$ cat src/rtl/fpmul_pkg.sv
// fpmul_sched shared types: operand size codes, op-class helper,
// and the writeback bundle used by the result merger.
package fpmul_pkg;

  localparam logic [2:0] SZ32  = 3'b000;
  localparam logic [2:0] SZ64  = 3'b011;
  // Any size code with bit 2 set selects the 128-bit Q path.
  localparam logic [2:0] SZ128 = 3'b100;

  typedef struct packed {
    logic         q;
    logic         sr;
    logic [127:0] data;
    logic [3:0]   dst;
  } wb_t;

  function automatic logic is_q(
    input logic [2:0] sa,
    input logic [2:0] sb
  );
    return |((sa | sb) & SZ128);
  endfunction

endpackage

$ cat src/rtl/fpmul_sched_if.sv
// fpmul_sched bus bundle: requester side, multiplier issue/result, writeback.
// slave = scheduler, master = issue queues + multiplier + register file.
interface fpmul_sched_if #(
  parameter int NREQ  = 4,
  parameter int LAT_Q = 6
);
  localparam int IDW  = $clog2(NREQ);
  localparam int INFW = $clog2(LAT_Q + 1) + 1;

  logic [NREQ-1:0]     REQ;
  logic [NREQ*128-1:0] REQA;
  logic [NREQ*128-1:0] REQB;
  logic [NREQ*3-1:0]   REQSA;
  logic [NREQ*3-1:0]   REQSB;
  logic [NREQ*4-1:0]   REQDST;
  logic [NREQ-1:0]     GNT;

  logic         ACT;
  logic [127:0] A;
  logic [127:0] B;
  logic [2:0]   SA;
  logic [2:0]   SB;
  logic [3:0]   DSTI;
  logic         MRST;

  logic         RDYSD;
  logic         SR;
  logic [63:0]  RSD;
  logic [3:0]   DSTSD;
  logic         RDYQ;
  logic [127:0] RQ;
  logic [3:0]   DSTQ;

  logic            WBV;
  logic            WBQ;
  logic            WBSR;
  logic [127:0]    WBDATA;
  logic [3:0]      WBDST;
  logic [IDW-1:0]  WBID;
  logic [INFW-1:0] INFL;
  logic            ERR;

  modport slave (
    input  REQ, REQA, REQB, REQSA, REQSB, REQDST,
    input  RDYSD, SR, RSD, DSTSD, RDYQ, RQ, DSTQ,
    output GNT, ACT, A, B, SA, SB, DSTI, MRST,
    output WBV, WBQ, WBSR, WBDATA, WBDST, WBID, INFL, ERR
  );

  modport master (
    output REQ, REQA, REQB, REQSA, REQSB, REQDST,
    output RDYSD, SR, RSD, DSTSD, RDYQ, RQ, DSTQ,
    input  GNT, ACT, A, B, SA, SB, DSTI, MRST,
    input  WBV, WBQ, WBSR, WBDATA, WBDST, WBID, INFL, ERR
  );

endinterface

$ cat src/rtl/fpmul_sched_rr_arb.sv
// rr_arb: combinational round-robin arbiter; search starts one past the
// last granted index. Ports: clk, rst, req in; gnt one-hot, gnt_id, gnt_v out.
module rr_arb #(
  parameter int N = 4
) (
  input  logic                 clk,
  input  logic                 rst,
  input  logic [N-1:0]         req,
  output logic [N-1:0]         gnt,
  output logic [$clog2(N)-1:0] gnt_id,
  output logic                 gnt_v
);

  localparam int IW = $clog2(N);

  logic [IW-1:0] last_q;
  logic [IW-1:0] last_d;

  always_comb begin
    gnt_id = '0;
    gnt_v  = 1'b0;
    for (int k = 1; k <= N; k++) begin
      if (!gnt_v && req[(int'(last_q) + k) % N]) begin
        gnt_v  = 1'b1;
        gnt_id = IW'((int'(last_q) + k) % N);
      end
    end
    gnt    = gnt_v ? (N'(1) << gnt_id) : '0;
    last_d = gnt_v ? gnt_id : last_q;
  end

  // Reset to N-1 so requester 0 has first priority.
  always_ff @(posedge clk or posedge rst) begin
    if (rst) last_q <= IW'(N - 1);
    else     last_q <= last_d;
  end

endmodule

$ cat src/rtl/fpmul_sched.sv
// fpmul_sched: issue scheduler + writeback merger for the shared FP multiplier.
// Ports: CLK, RESET (async, active-high); bus (slave) carries requests,
// multiplier issue/results, merged writeback, INFL count and sticky ERR.
module fpmul_sched
  import fpmul_pkg::*;
#(
  parameter int NREQ   = 4,
  parameter int LAT_SD = 3,
  parameter int LAT_Q  = 6,
  parameter int IDW    = $clog2(NREQ)
) (
  input logic          CLK,
  input logic          RESET,
  fpmul_sched_if.slave bus
);

  localparam int DW   = $clog2(LAT_Q + 2);
  localparam int INFW = $clog2(LAT_Q + 1) + 1;

  // occ_q bit k: a result lands k+1 cycles after the current ACT slot.
  logic [LAT_Q-1:0] occ_q, occ_d, occ_sh;
  logic [IDW-1:0]   idq_q [LAT_Q];
  logic [IDW-1:0]   idq_d [LAT_Q];
  logic             exp_q, exp_d;
  logic [IDW-1:0]   exp_id_q, exp_id_d;
  logic [DW-1:0]    drain_q, drain_d;

  logic         act_q, act_d;
  logic [127:0] a_q, a_d;
  logic [127:0] b_q, b_d;
  logic [2:0]   sa_q, sa_d;
  logic [2:0]   sb_q, sb_d;
  logic [3:0]   dsti_q, dsti_d;

  wb_t             wb_q, wb_d;
  logic            wbv_q, wbv_d;
  logic [IDW-1:0]  wbid_q, wbid_d;
  logic [INFW-1:0] infl_q, infl_d;
  logic            err_q, err_d;

  logic [NREQ-1:0] cls;
  logic [NREQ-1:0] elig;
  logic [NREQ-1:0] gnt;
  logic [IDW-1:0]  gid;
  logic            gv;
  logic            busy;
  logic            rdy_sd, rdy_q, rdy_any;

  assign busy = (drain_q != '0);

  always_comb begin
    occ_sh = occ_q >> 1;
    cls    = '0;
    elig   = '0;
    for (int i = 0; i < NREQ; i++) begin
      cls[i]  = is_q(bus.REQSA[3*i +: 3], bus.REQSB[3*i +: 3]);
      elig[i] = bus.REQ[i] & ~busy &
                ~(cls[i] ? occ_sh[LAT_Q-1] : occ_sh[LAT_SD-1]);
    end
  end

  rr_arb #(.N(NREQ)) u_arb (
    .clk    (CLK),
    .rst    (RESET),
    .req    (elig),
    .gnt    (gnt),
    .gnt_id (gid),
    .gnt_v  (gv)
  );

  always_comb begin
    occ_d = occ_sh;
    for (int k = 0; k < LAT_Q - 1; k++) idq_d[k] = idq_q[k+1];
    idq_d[LAT_Q-1] = '0;
    act_d  = gv;
    a_d    = a_q;
    b_d    = b_q;
    sa_d   = sa_q;
    sb_d   = sb_q;
    dsti_d = dsti_q;
    if (gv) begin
      a_d    = bus.REQA[128*int'(gid) +: 128];
      b_d    = bus.REQB[128*int'(gid) +: 128];
      sa_d   = bus.REQSA[3*int'(gid) +: 3];
      sb_d   = bus.REQSB[3*int'(gid) +: 3];
      dsti_d = bus.REQDST[4*int'(gid) +: 4];
      if (cls[gid]) begin
        occ_d[LAT_Q-1] = 1'b1;
        idq_d[LAT_Q-1] = gid;
      end else begin
        occ_d[LAT_SD-1] = 1'b1;
        idq_d[LAT_SD-1] = gid;
      end
    end

    // Slot falling off bit 0 is the one the multiplier answers next cycle.
    exp_d    = occ_q[0];
    exp_id_d = idq_q[0];
    drain_d  = busy ? drain_q - DW'(1) : drain_q;

    rdy_sd  = bus.RDYSD & ~busy;
    rdy_q   = bus.RDYQ & ~busy;
    rdy_any = rdy_sd | rdy_q;

    wbv_d  = rdy_any;
    wb_d   = wb_q;
    wbid_d = wbid_q;
    if (rdy_q) begin
      wb_d = '{q: 1'b1, sr: 1'b0, data: bus.RQ, dst: bus.DSTQ};
    end else if (rdy_sd) begin
      wb_d = '{q: 1'b0, sr: bus.SR,
               data: {64'd0, bus.RSD}, dst: bus.DSTSD};
    end
    if (rdy_any) wbid_d = exp_id_q;

    err_d = err_q | (rdy_sd & rdy_q) | (rdy_any & ~exp_q) |
            (exp_q & ~rdy_any & ~busy);

    infl_d = infl_q;
    if (gv && !rdy_any)      infl_d = infl_q + INFW'(1);
    else if (!gv && rdy_any) infl_d = infl_q - INFW'(1);
  end

  always_ff @(posedge CLK or posedge RESET) begin
    if (RESET) begin
      occ_q    <= '0;
      for (int k = 0; k < LAT_Q; k++) idq_q[k] <= '0;
      exp_q    <= 1'b0;
      exp_id_q <= '0;
      drain_q  <= DW'(LAT_Q + 1);
      act_q    <= 1'b0;
      a_q      <= '0;
      b_q      <= '0;
      sa_q     <= '0;
      sb_q     <= '0;
      dsti_q   <= '0;
      wb_q     <= '0;
      wbv_q    <= 1'b0;
      wbid_q   <= '0;
      infl_q   <= '0;
      err_q    <= 1'b0;
    end else begin
      occ_q    <= occ_d;
      for (int k = 0; k < LAT_Q; k++) idq_q[k] <= idq_d[k];
      exp_q    <= exp_d;
      exp_id_q <= exp_id_d;
      drain_q  <= drain_d;
      act_q    <= act_d;
      a_q      <= a_d;
      b_q      <= b_d;
      sa_q     <= sa_d;
      sb_q     <= sb_d;
      dsti_q   <= dsti_d;
      wb_q     <= wb_d;
      wbv_q    <= wbv_d;
      wbid_q   <= wbid_d;
      infl_q   <= infl_d;
      err_q    <= err_d;
    end
  end

  assign bus.GNT    = gnt;
  assign bus.ACT    = act_q;
  assign bus.A      = a_q;
  assign bus.B      = b_q;
  assign bus.SA     = sa_q;
  assign bus.SB     = sb_q;
  assign bus.DSTI   = dsti_q;
  assign bus.MRST   = ~RESET;
  assign bus.WBV    = wbv_q;
  assign bus.WBQ    = wb_q.q;
  assign bus.WBSR   = wb_q.sr;
  assign bus.WBDATA = wb_q.data;
  assign bus.WBDST  = wb_q.dst;
  assign bus.WBID   = wbid_q;
  assign bus.INFL   = infl_q;
  assign bus.ERR    = err_q;

endmodule
$ cat src/flat_wrapper.sv
// flat-port wrapper written by rule: the top's interface ports become plain ports
module fpmul_sched_flat import fpmul_pkg::*;
#(
  parameter int NREQ   = 4,
  parameter int LAT_SD = 3,
  parameter int LAT_Q  = 6,
  parameter int IDW    = $clog2(NREQ)
)
  (CLK, RESET, bus_REQ, bus_REQA, bus_REQB, bus_REQSA, bus_REQSB, bus_REQDST, bus_RDYSD, bus_SR, bus_RSD, bus_DSTSD, bus_RDYQ, bus_RQ, bus_DSTQ, bus_GNT, bus_ACT, bus_A, bus_B, bus_SA, bus_SB, bus_DSTI, bus_MRST, bus_WBV, bus_WBQ, bus_WBSR, bus_WBDATA, bus_WBDST, bus_WBID, bus_INFL, bus_ERR);
  fpmul_sched_if #(.NREQ(NREQ), .LAT_Q(LAT_Q)) bus_i ();
  input logic CLK;
  input logic RESET;
  input wire logic [$bits(bus_i.REQ)-1:0] bus_REQ;
  input wire logic [$bits(bus_i.REQA)-1:0] bus_REQA;
  input wire logic [$bits(bus_i.REQB)-1:0] bus_REQB;
  input wire logic [$bits(bus_i.REQSA)-1:0] bus_REQSA;
  input wire logic [$bits(bus_i.REQSB)-1:0] bus_REQSB;
  input wire logic [$bits(bus_i.REQDST)-1:0] bus_REQDST;
  input wire logic [$bits(bus_i.RDYSD)-1:0] bus_RDYSD;
  input wire logic [$bits(bus_i.SR)-1:0] bus_SR;
  input wire logic [$bits(bus_i.RSD)-1:0] bus_RSD;
  input wire logic [$bits(bus_i.DSTSD)-1:0] bus_DSTSD;
  input wire logic [$bits(bus_i.RDYQ)-1:0] bus_RDYQ;
  input wire logic [$bits(bus_i.RQ)-1:0] bus_RQ;
  input wire logic [$bits(bus_i.DSTQ)-1:0] bus_DSTQ;
  output wire logic [$bits(bus_i.GNT)-1:0] bus_GNT;
  output wire logic [$bits(bus_i.ACT)-1:0] bus_ACT;
  output wire logic [$bits(bus_i.A)-1:0] bus_A;
  output wire logic [$bits(bus_i.B)-1:0] bus_B;
  output wire logic [$bits(bus_i.SA)-1:0] bus_SA;
  output wire logic [$bits(bus_i.SB)-1:0] bus_SB;
  output wire logic [$bits(bus_i.DSTI)-1:0] bus_DSTI;
  output wire logic [$bits(bus_i.MRST)-1:0] bus_MRST;
  output wire logic [$bits(bus_i.WBV)-1:0] bus_WBV;
  output wire logic [$bits(bus_i.WBQ)-1:0] bus_WBQ;
  output wire logic [$bits(bus_i.WBSR)-1:0] bus_WBSR;
  output wire logic [$bits(bus_i.WBDATA)-1:0] bus_WBDATA;
  output wire logic [$bits(bus_i.WBDST)-1:0] bus_WBDST;
  output wire logic [$bits(bus_i.WBID)-1:0] bus_WBID;
  output wire logic [$bits(bus_i.INFL)-1:0] bus_INFL;
  output wire logic [$bits(bus_i.ERR)-1:0] bus_ERR;
  assign bus_i.REQ = bus_REQ;
  assign bus_i.REQA = bus_REQA;
  assign bus_i.REQB = bus_REQB;
  assign bus_i.REQSA = bus_REQSA;
  assign bus_i.REQSB = bus_REQSB;
  assign bus_i.REQDST = bus_REQDST;
  assign bus_i.RDYSD = bus_RDYSD;
  assign bus_i.SR = bus_SR;
  assign bus_i.RSD = bus_RSD;
  assign bus_i.DSTSD = bus_DSTSD;
  assign bus_i.RDYQ = bus_RDYQ;
  assign bus_i.RQ = bus_RQ;
  assign bus_i.DSTQ = bus_DSTQ;
  assign bus_GNT = bus_i.GNT;
  assign bus_ACT = bus_i.ACT;
  assign bus_A = bus_i.A;
  assign bus_B = bus_i.B;
  assign bus_SA = bus_i.SA;
  assign bus_SB = bus_i.SB;
  assign bus_DSTI = bus_i.DSTI;
  assign bus_MRST = bus_i.MRST;
  assign bus_WBV = bus_i.WBV;
  assign bus_WBQ = bus_i.WBQ;
  assign bus_WBSR = bus_i.WBSR;
  assign bus_WBDATA = bus_i.WBDATA;
  assign bus_WBDST = bus_i.WBDST;
  assign bus_WBID = bus_i.WBID;
  assign bus_INFL = bus_i.INFL;
  assign bus_ERR = bus_i.ERR;
  fpmul_sched #(.NREQ(NREQ), .LAT_SD(LAT_SD), .LAT_Q(LAT_Q), .IDW(IDW)) u_core (.CLK(CLK), .RESET(RESET), .bus(bus_i));
endmodule
$ cat config.mk
export PLATFORM = sky130hd
export DESIGN_NAME = fpmul_sched_flat
export DESIGN_NICKNAME = d
export VERILOG_FILES = /design/src/rtl/fpmul_pkg.sv /design/src/rtl/fpmul_sched_if.sv /design/src/rtl/fpmul_sched_rr_arb.sv /design/src/rtl/fpmul_sched.sv /design/src/flat_wrapper.sv
export SDC_FILE = /design/constraint.sdc
export NUM_CORES = 1
export LEC_CHECK = 0
export CORE_AREA = 2 2 656 658
export CTS_CLUSTER_SIZE = 12
export DETAILED_ROUTE_END_ITERATION = 8
export DIE_AREA = 0 0 658 660
export HOLD_SLACK_MARGIN = 0.05
export PLACE_DENSITY = 0.33
export RECOVER_POWER = 50
export SYNTH_ARGS = -nofsm -noshare
export SYNTH_HDL_FRONTEND = slang
export SYNTH_SLANG_ARGS = --single-unit
$ cat constraint.sdc
create_clock -name CLK -period 20.2 [get_ports CLK]
set_input_delay 4.04 -clock CLK [delete_from_list [all_inputs] [get_ports CLK]]
set_output_delay 4.04 -clock CLK [all_outputs]
set_load 0.01 [all_outputs]
# --- Word-level counts from Yosys, hierarchy flattened ---
# Index checks and enable logic that the tools add are counted.
# Widths: inputs -> output; s select.
totals:
  regBits: 435
  latchBits: 0
  mem_bits_rw: 0
  mem_bits_ro: 0
  inputBits: 1273
  n_memories: 0
classes:
  n_addsub: 7
  multipliers: 1
  n_div: 0
  magnitude_cmp: 5
  n_eq_ne: 0
  shift: 6
  n_mux: 39
  bitwise_logic: 34
  reduce_logical: 17
ops:
  columns: ["operator", "count"]
  rows:
  - ["$shiftx 512x10->128", 2]
  - ["$mux 134", 2]
  - ["$shiftx 12x32->3", 2]
  - ["$mux 1", 21]
  - ["$lt 3x4->1 const B", 4]
  - ["$mux 2", 8]
  - ["$shiftx 16x5->4", 1]
  - ["$and 1x1->1", 14]
  - ["$mux 4", 3]
  - ["$or 3x3->3", 4]
  - ["$bmux 1 s2", 5]
  - ["$not 1->1", 8]
  - ["$reduce_or 2->1", 4]
  - ["$logic_and 1x1->1", 5]
  - ["$logic_not 1->1", 5]
  - ["$add 2x1->2 const B", 2]
  - ["$add 2x2->2 const B", 2]
  - ["$add 4x1->4 const B", 1]
  - ["$and 1x1->1 const A", 4]
  - ["$mul 2x2->4 const A", 1]
  - ["$or 1x1->1", 4]
  - ["$reduce_bool 2->1", 2]
  - ["$shl 1x2->4 const A", 1]
  - ["$sub 4x1->4 const B", 1]
  - ["3 further kinds", 3]

# --- Logic depth before layout (Yosys ltp) ---
depth:
  depth_word: 21
  ltp_mapped: 16
  ltp_nobuf: 14

# --- By module ---
# Synthesis repeated with hierarchy kept, for this count alone.
hier_totals:
  cells_unflattened: 1398
  hier_area_um2: 23431.2
by_module_without_submodules:
  columns: ["module", "instances", "cells_per_inst", "area_per_inst_um2"]
  rows:
  - ["fpmul_sched", 1, 1363, 23196.0]
  - ["rr_arb", 1, 35, 235.2]

# --- Worst setup path after synthesis ---
# Ideal clock, no wire load.
synth_path:
  kind: "input to output"
  start: "input port RESET"
  end: "output port bus_MRST"
  t_arrival_ns: 13.008
  setup_slack_ns: 3.152
  cell_stages: 1
  n_path_buf: 0
  path_cell_list: "inv_1"
synth_between:
  elab_chain_cells: 1
synth_rtl:
  columns: ["item", "line_no", "rtl"]
  rows:
  - ["start: declaration", "flat_wrapper.sv:12", "input logic RESET;"]
  - ["$not 1->1", "fpmul_sched.sv:169", "assign bus.MRST = ~RESET;"]
  - ["end: declaration", "flat_wrapper.sv:33", "output wire logic [$bits(bus_i.MRST)-1:0] bus_MRST;"]
# Every way passes these cells.

# --- Worst setup path in the final report ---
layout_path:
  start: "input port bus_REQSB[2]"
  end: "output port bus_GNT[0]"
layout_between:
  elab_chain_cells: 19
  elab_cells_between_ends: 32
layout_rtl:
  columns: ["item", "line_no", "rtl"]
  rows:
  - ["start: declaration", "flat_wrapper.sv:17", "input wire logic [$bits(bus_i.REQSB)-1:0] bus_REQSB;"]
  - ["$or 3x3->3 *", "fpmul_pkg.sv:21", "return |((sa | sb) & SZ128);"]
  - ["$mux 1 *", "fpmul_sched.sv:58", "~(cls[i] ? occ_sh[LAT_Q-1] : occ_sh[LAT_SD-1]);"]
  - ["$not 1->1 *", "fpmul_sched.sv:58", null]
  - ["$and 1x1->1 *", "fpmul_sched.sv:57", "elig[i] = bus.REQ[i] & ~busy &"]
  - ["$bmux 1 s2", "fpmul_sched_rr_arb.sv:23", "if (!gnt_v && req[(int'(last_q) + k) % N]) begin"]
  - ["$mux 1 (not written as such) (2 in a row)", "fpmul_sched_rr_arb.sv:23", null]
  - ["$mux 1", "fpmul_sched_rr_arb.sv:23", null]
  - ["$logic_not 1->1", "fpmul_sched_rr_arb.sv:23", null]
  - ["[2 not listed]", null, null]
  - ["$logic_not 1->1", "fpmul_sched_rr_arb.sv:23", null]
  - ["$logic_and 1x1->1", "fpmul_sched_rr_arb.sv:23", null]
  - ["$mux 1", "fpmul_sched_rr_arb.sv:23", null]
  - ["$logic_not 1->1", "fpmul_sched_rr_arb.sv:23", null]
  - ["$logic_and 1x1->1", "fpmul_sched_rr_arb.sv:23", null]
  - ["$mux 2", "fpmul_sched_rr_arb.sv:23", null]
  - ["$shl 1x2->4", "fpmul_sched_rr_arb.sv:28", "gnt = gnt_v ? (N'(1) << gnt_id) : '0;"]
  - ["$mux 4 *", "fpmul_sched_rr_arb.sv:28", null]
  - ["end: declaration", "flat_wrapper.sv:26", "output wire logic [$bits(bus_i.GNT)-1:0] bus_GNT;"]
# Mark *: on every way between the ends. The rest lies on a longest branch, timed or not. The select of a mux whose other input is x is not followed.

==> flow_metrics.tcl <==
set metrics [dict create \
    route.detailed.drc 2 \
    core.rowCount 240 \
    yosysTopAreaCell "sky130_fd_sc_hd__dfrtp_1" \
    finalNetCount 4978 \
    number_of_global_route_vias_before_repair 26900 \
    ff_latch_area_um2 10900 \
    timing.critical_path.arrival_ns 7.83 \
    async_flop_share 1.00 \
    floorplan.io_pins 1687 \
    synth_warnings 0 \
    multiInputGateArea_um2 10600 \
    cp_top_family "buffers and inverters" \
    viasPerCell 2.78 \
    timing_hold_violations_final 0 \
    worst_pin_slew_ns 3.74 \
    highest_layer "met5" \
    fin_hold_ws_ns 0.291 \
    synthesis.area_per_instance_um2 10.7 \
    sum_of_met2_wire_segment_lengths_after_detailed_routing_um 112000 \
    grt_pass1_wl_um 305000 \
    floorplan.die.width_um 658 \
    gpl.final_weighted_congestion 0.917 \
    clkSlewWorstSetupHoldPaths_ns 0.06 \
    outcome "finished with violations" \
    synthesis.nets 3380 \
    mappedNetlistArea_um2 22400 \
    h-tree-depth 3 \
    wire_per_inst_um 25.8 \
    clock_tree_from_tritoncts "done" \
    ir_worst_vdd_v 0.0000590 \
    floorplan.die.height_um 660 \
    crit_slowest_cell "sky130_fd_sc_hd__clkinvlp_2" \
    powerDensity_nw_per_um2 110 \
    drt-pass1-iter-count 9 \
    holdCritPathClass "reg -> reg" \
    floorplan.initialDensity 0.0526 \
    portBuffers 1686 \
    timing.critical_path.buf_inv 3 \
    final.min_clock_period_ns 11.87 \
    ctsRootBufferMaster "sky130_fd_sc_hd__clkbuf_16" \
    cap_violations 10 \
    areaGrowthSynthToFinish_pct 115 \
    cts_repair_resize_count 0 \
    drt_iter0_markers 2087 \
    worst_path_largest_cell_delay_ns 1.18 \
    worstPathCellList "clkdlybuf4s50_1, nor3b_1, o22ai_1, nor2_4, clkinvlp_2, and2_1, clkdlybuf4s50_1" \
    required_ns 16.16 \
    detail_route.wirelength.met1_um 103000 \
    synthFlopType "sky130_fd_sc_hd__dfrtp_1" \
    gr-usage-all-layers 0.107 \
    setup_violations 0 \
    synth_top_cells_by_area "sky130_fd_sc_hd__dfrtp_1 48%, sky130_fd_sc_hd__mux2i_1 12%, sky130_fd_sc_hd__o221ai_1 8.1%, sky130_fd_sc_hd__a22oi_1 6.9%, sky130_fd_sc_hd__nand2_1 4.9%" \
    grt_antenna_before_repair 186 \
    grt_setup_unrepaired "no" \
    fin_setup_tns_ns 0 \
    total_power_mw 5.33 \
    layout-drive-gt1-share 0.0625 \
    synth_common_cells "430 x sky130_fd_sc_hd__dfrtp_1, 291 x sky130_fd_sc_hd__nand2_1, 275 x sky130_fd_sc_hd__mux2i_1" \
    worst-setup-path-type "in -> out" \
    synth_top_area_frac 0.479 \
    clkLatencyLatePin_ns 0.82 \
    globalRouteOverflowTotal 0 \
    synthesis.instances 2101 \
    yosysSeqAreaShare 0.485 \
    synth-edff-count 0 \
    layoutNonFillerInstCount 9465 \
    routed_wl_um 244000 \
    tritoncts_num_sinks 435 \
    ys_types 51 \
    critPathMostFrequentCell "sky130_fd_sc_hd__clkdlybuf4s50_1" \
    synth-seq-cells 435 \
    setup.worst_path.end_class "primary output" \
    placeableCoreArea_um2 427000 \
    slew_viol_final 442 \
    violated_checks "design-rule violations, max-capacitance violations, max-slew violations" \
    timing.slew.headroom -1.50 \
    cts-root-to-sink-buffers 4 \
    final_min_period_over_clock_period 0.588 \
    fin_skew_ns 0.0849 \
    max_freq_mhz 84.2 \
    dp_cells 9310 \
    fill_cells 48900 \
    dieArea_um2 434000 \
    holdBufCountCts 0 \
    yosys.cell_count.top_type "sky130_fd_sc_hd__dfrtp_1" \
    cts_buffers 74 \
    met3RoutedLength_um 23100 \
    detail-route-antenna-nets 0 \
    cp_max_fo 42 \
    post-cts-setup-buffers 0 \
    cellLeakagePower_nw 17.3 \
    dp.final_hpwl_um 209000 \
    vias 26300 \
    grt_max_degree 93 \
    start_kind "input port" \
]
## cell usage in the layout, fill, tap and decap left out, types with 33 or more instances in the layout
cell type / n
sky130_fd_sc_hd__clkdlybuf4s50_1: 1347
sky130_fd_sc_hd__dfrtp_1: 430
sky130_fd_sc_hd__dlygate4sd3_1: 338
sky130_fd_sc_hd__nand2_1: 290
sky130_fd_sc_hd__mux2i_1: 273
sky130_fd_sc_hd__a22oi_1: 207
sky130_fd_sc_hd__o221ai_1: 207
sky130_fd_sc_hd__clkbuf_16: 76
sky130_fd_sc_hd__o21ai_0: 75
sky130_fd_sc_hd__nor2_1: 71
sky130_fd_sc_hd__a21oi_1: 68
sky130_fd_sc_hd__a22o_1: 66
sky130_fd_sc_hd__mux2_2: 59
sky130_fd_sc_hd__a222oi_1: 59
sky130_fd_sc_hd__buf_4: 46
sky130_fd_sc_hd__diode_2: 33
## worst reg2reg max path: cells and delay by family, from the launching register on
kind | cells | cell delay [ns]
flip-flops | 1 | 0.38
AO/OA/AOI/OAI | 2 | 0.44
adder cells (fa/ha/maj) | 1 | 0.34
multiplexers | 1 | 0.34
AND/OR/NAND/NOR | 3 | 2.31
buffers and inverters | 5 | 3.10
## through the flow
stage	setup WS (ns)	area, µm²	utilization
5_1_grt	7.49	48200	0.113
3_3_place_gp	9.02	45900	0.108
4_1_cts	9.11	48300	0.113
3_5_place_dp	9.11	45900	0.108
2_1_floorplan	3.15	22400	-
6_report	8.33	48300	0.113
## final cells by class
cell class / instances / area share
repair buffers: 1739 / 0.357
flip-flops and latches: 435 / 0.226
multi-input cells: 1440 / 0.219
well taps: 5687 / 0.147
clock buffers: 104 / 0.0445
clock inverters: 18 / 0.00378
diodes: 33 / 0.00171
inverters: 9 / 0.000777
## routing by layer
layer / track usage / up-vias
li1: - / 11400
met1: 0.134 / 12800
met2: 0.175 / 1650
met3: 0.0412 / 408
met4: 0.0210 / 70
met5: 0 / -
## sequential cells by signal (all words and copies together), names as in the netlist, 4 cells and up
| signal | cells |
|---|---|
| u_core.bus.A | 128 |
| u_core.bus.B | 128 |
| u_core.bus.WBDATA | 128 |
| u_core.idq_d | 8 |
| u_core.occ_q | 6 |
| u_core.bus.DSTI | 4 |
| u_core.bus.INFL | 4 |
| u_core.bus.WBDST | 4 |
## path summary, 6_finish.rpt
| check | startpoint | end | slack (ns) | depth (start not counted) |
|---|---|---|---|---|
| worst max register to register | u_core.drain_q[0] | u_core.bus.A[39] | 13.10 | 12 |
| min in group asynchronous | RESET | u_core.bus.A[7] | 4.23 | 2 |
| worst max-delay path | bus_REQSB[2] | bus_GNT[0] | 8.33 | 7 |
| worst min-delay path | u_core.occ_q[0] | u_core.exp_q | 0.29 | 0 |
| worst min register to register | u_core.occ_q[0] | u_core.exp_q | 0.29 | 0 |
| max in group asynchronous | RESET | u_core.bus.A[98] | 8.90 | 6 |
## report_power, final
group          internal [mW]  leakage (nW)  switching, mW
combinational           1.12          11.0           1.50
sequential              1.20          5.22          0.227
clock                  0.762          1.14          0.531
## cell families after synthesis
family	after synthesis	share of synthesized area
simple gates	392	0.0701
xor+xnor	6	0.00234
compound gates	701	0.241
fa+ha+maj	6	0.00368
flops	435	0.485
mux	335	0.153
buf+inv	226	0.0452
Power figures use the tool's default switching activity.
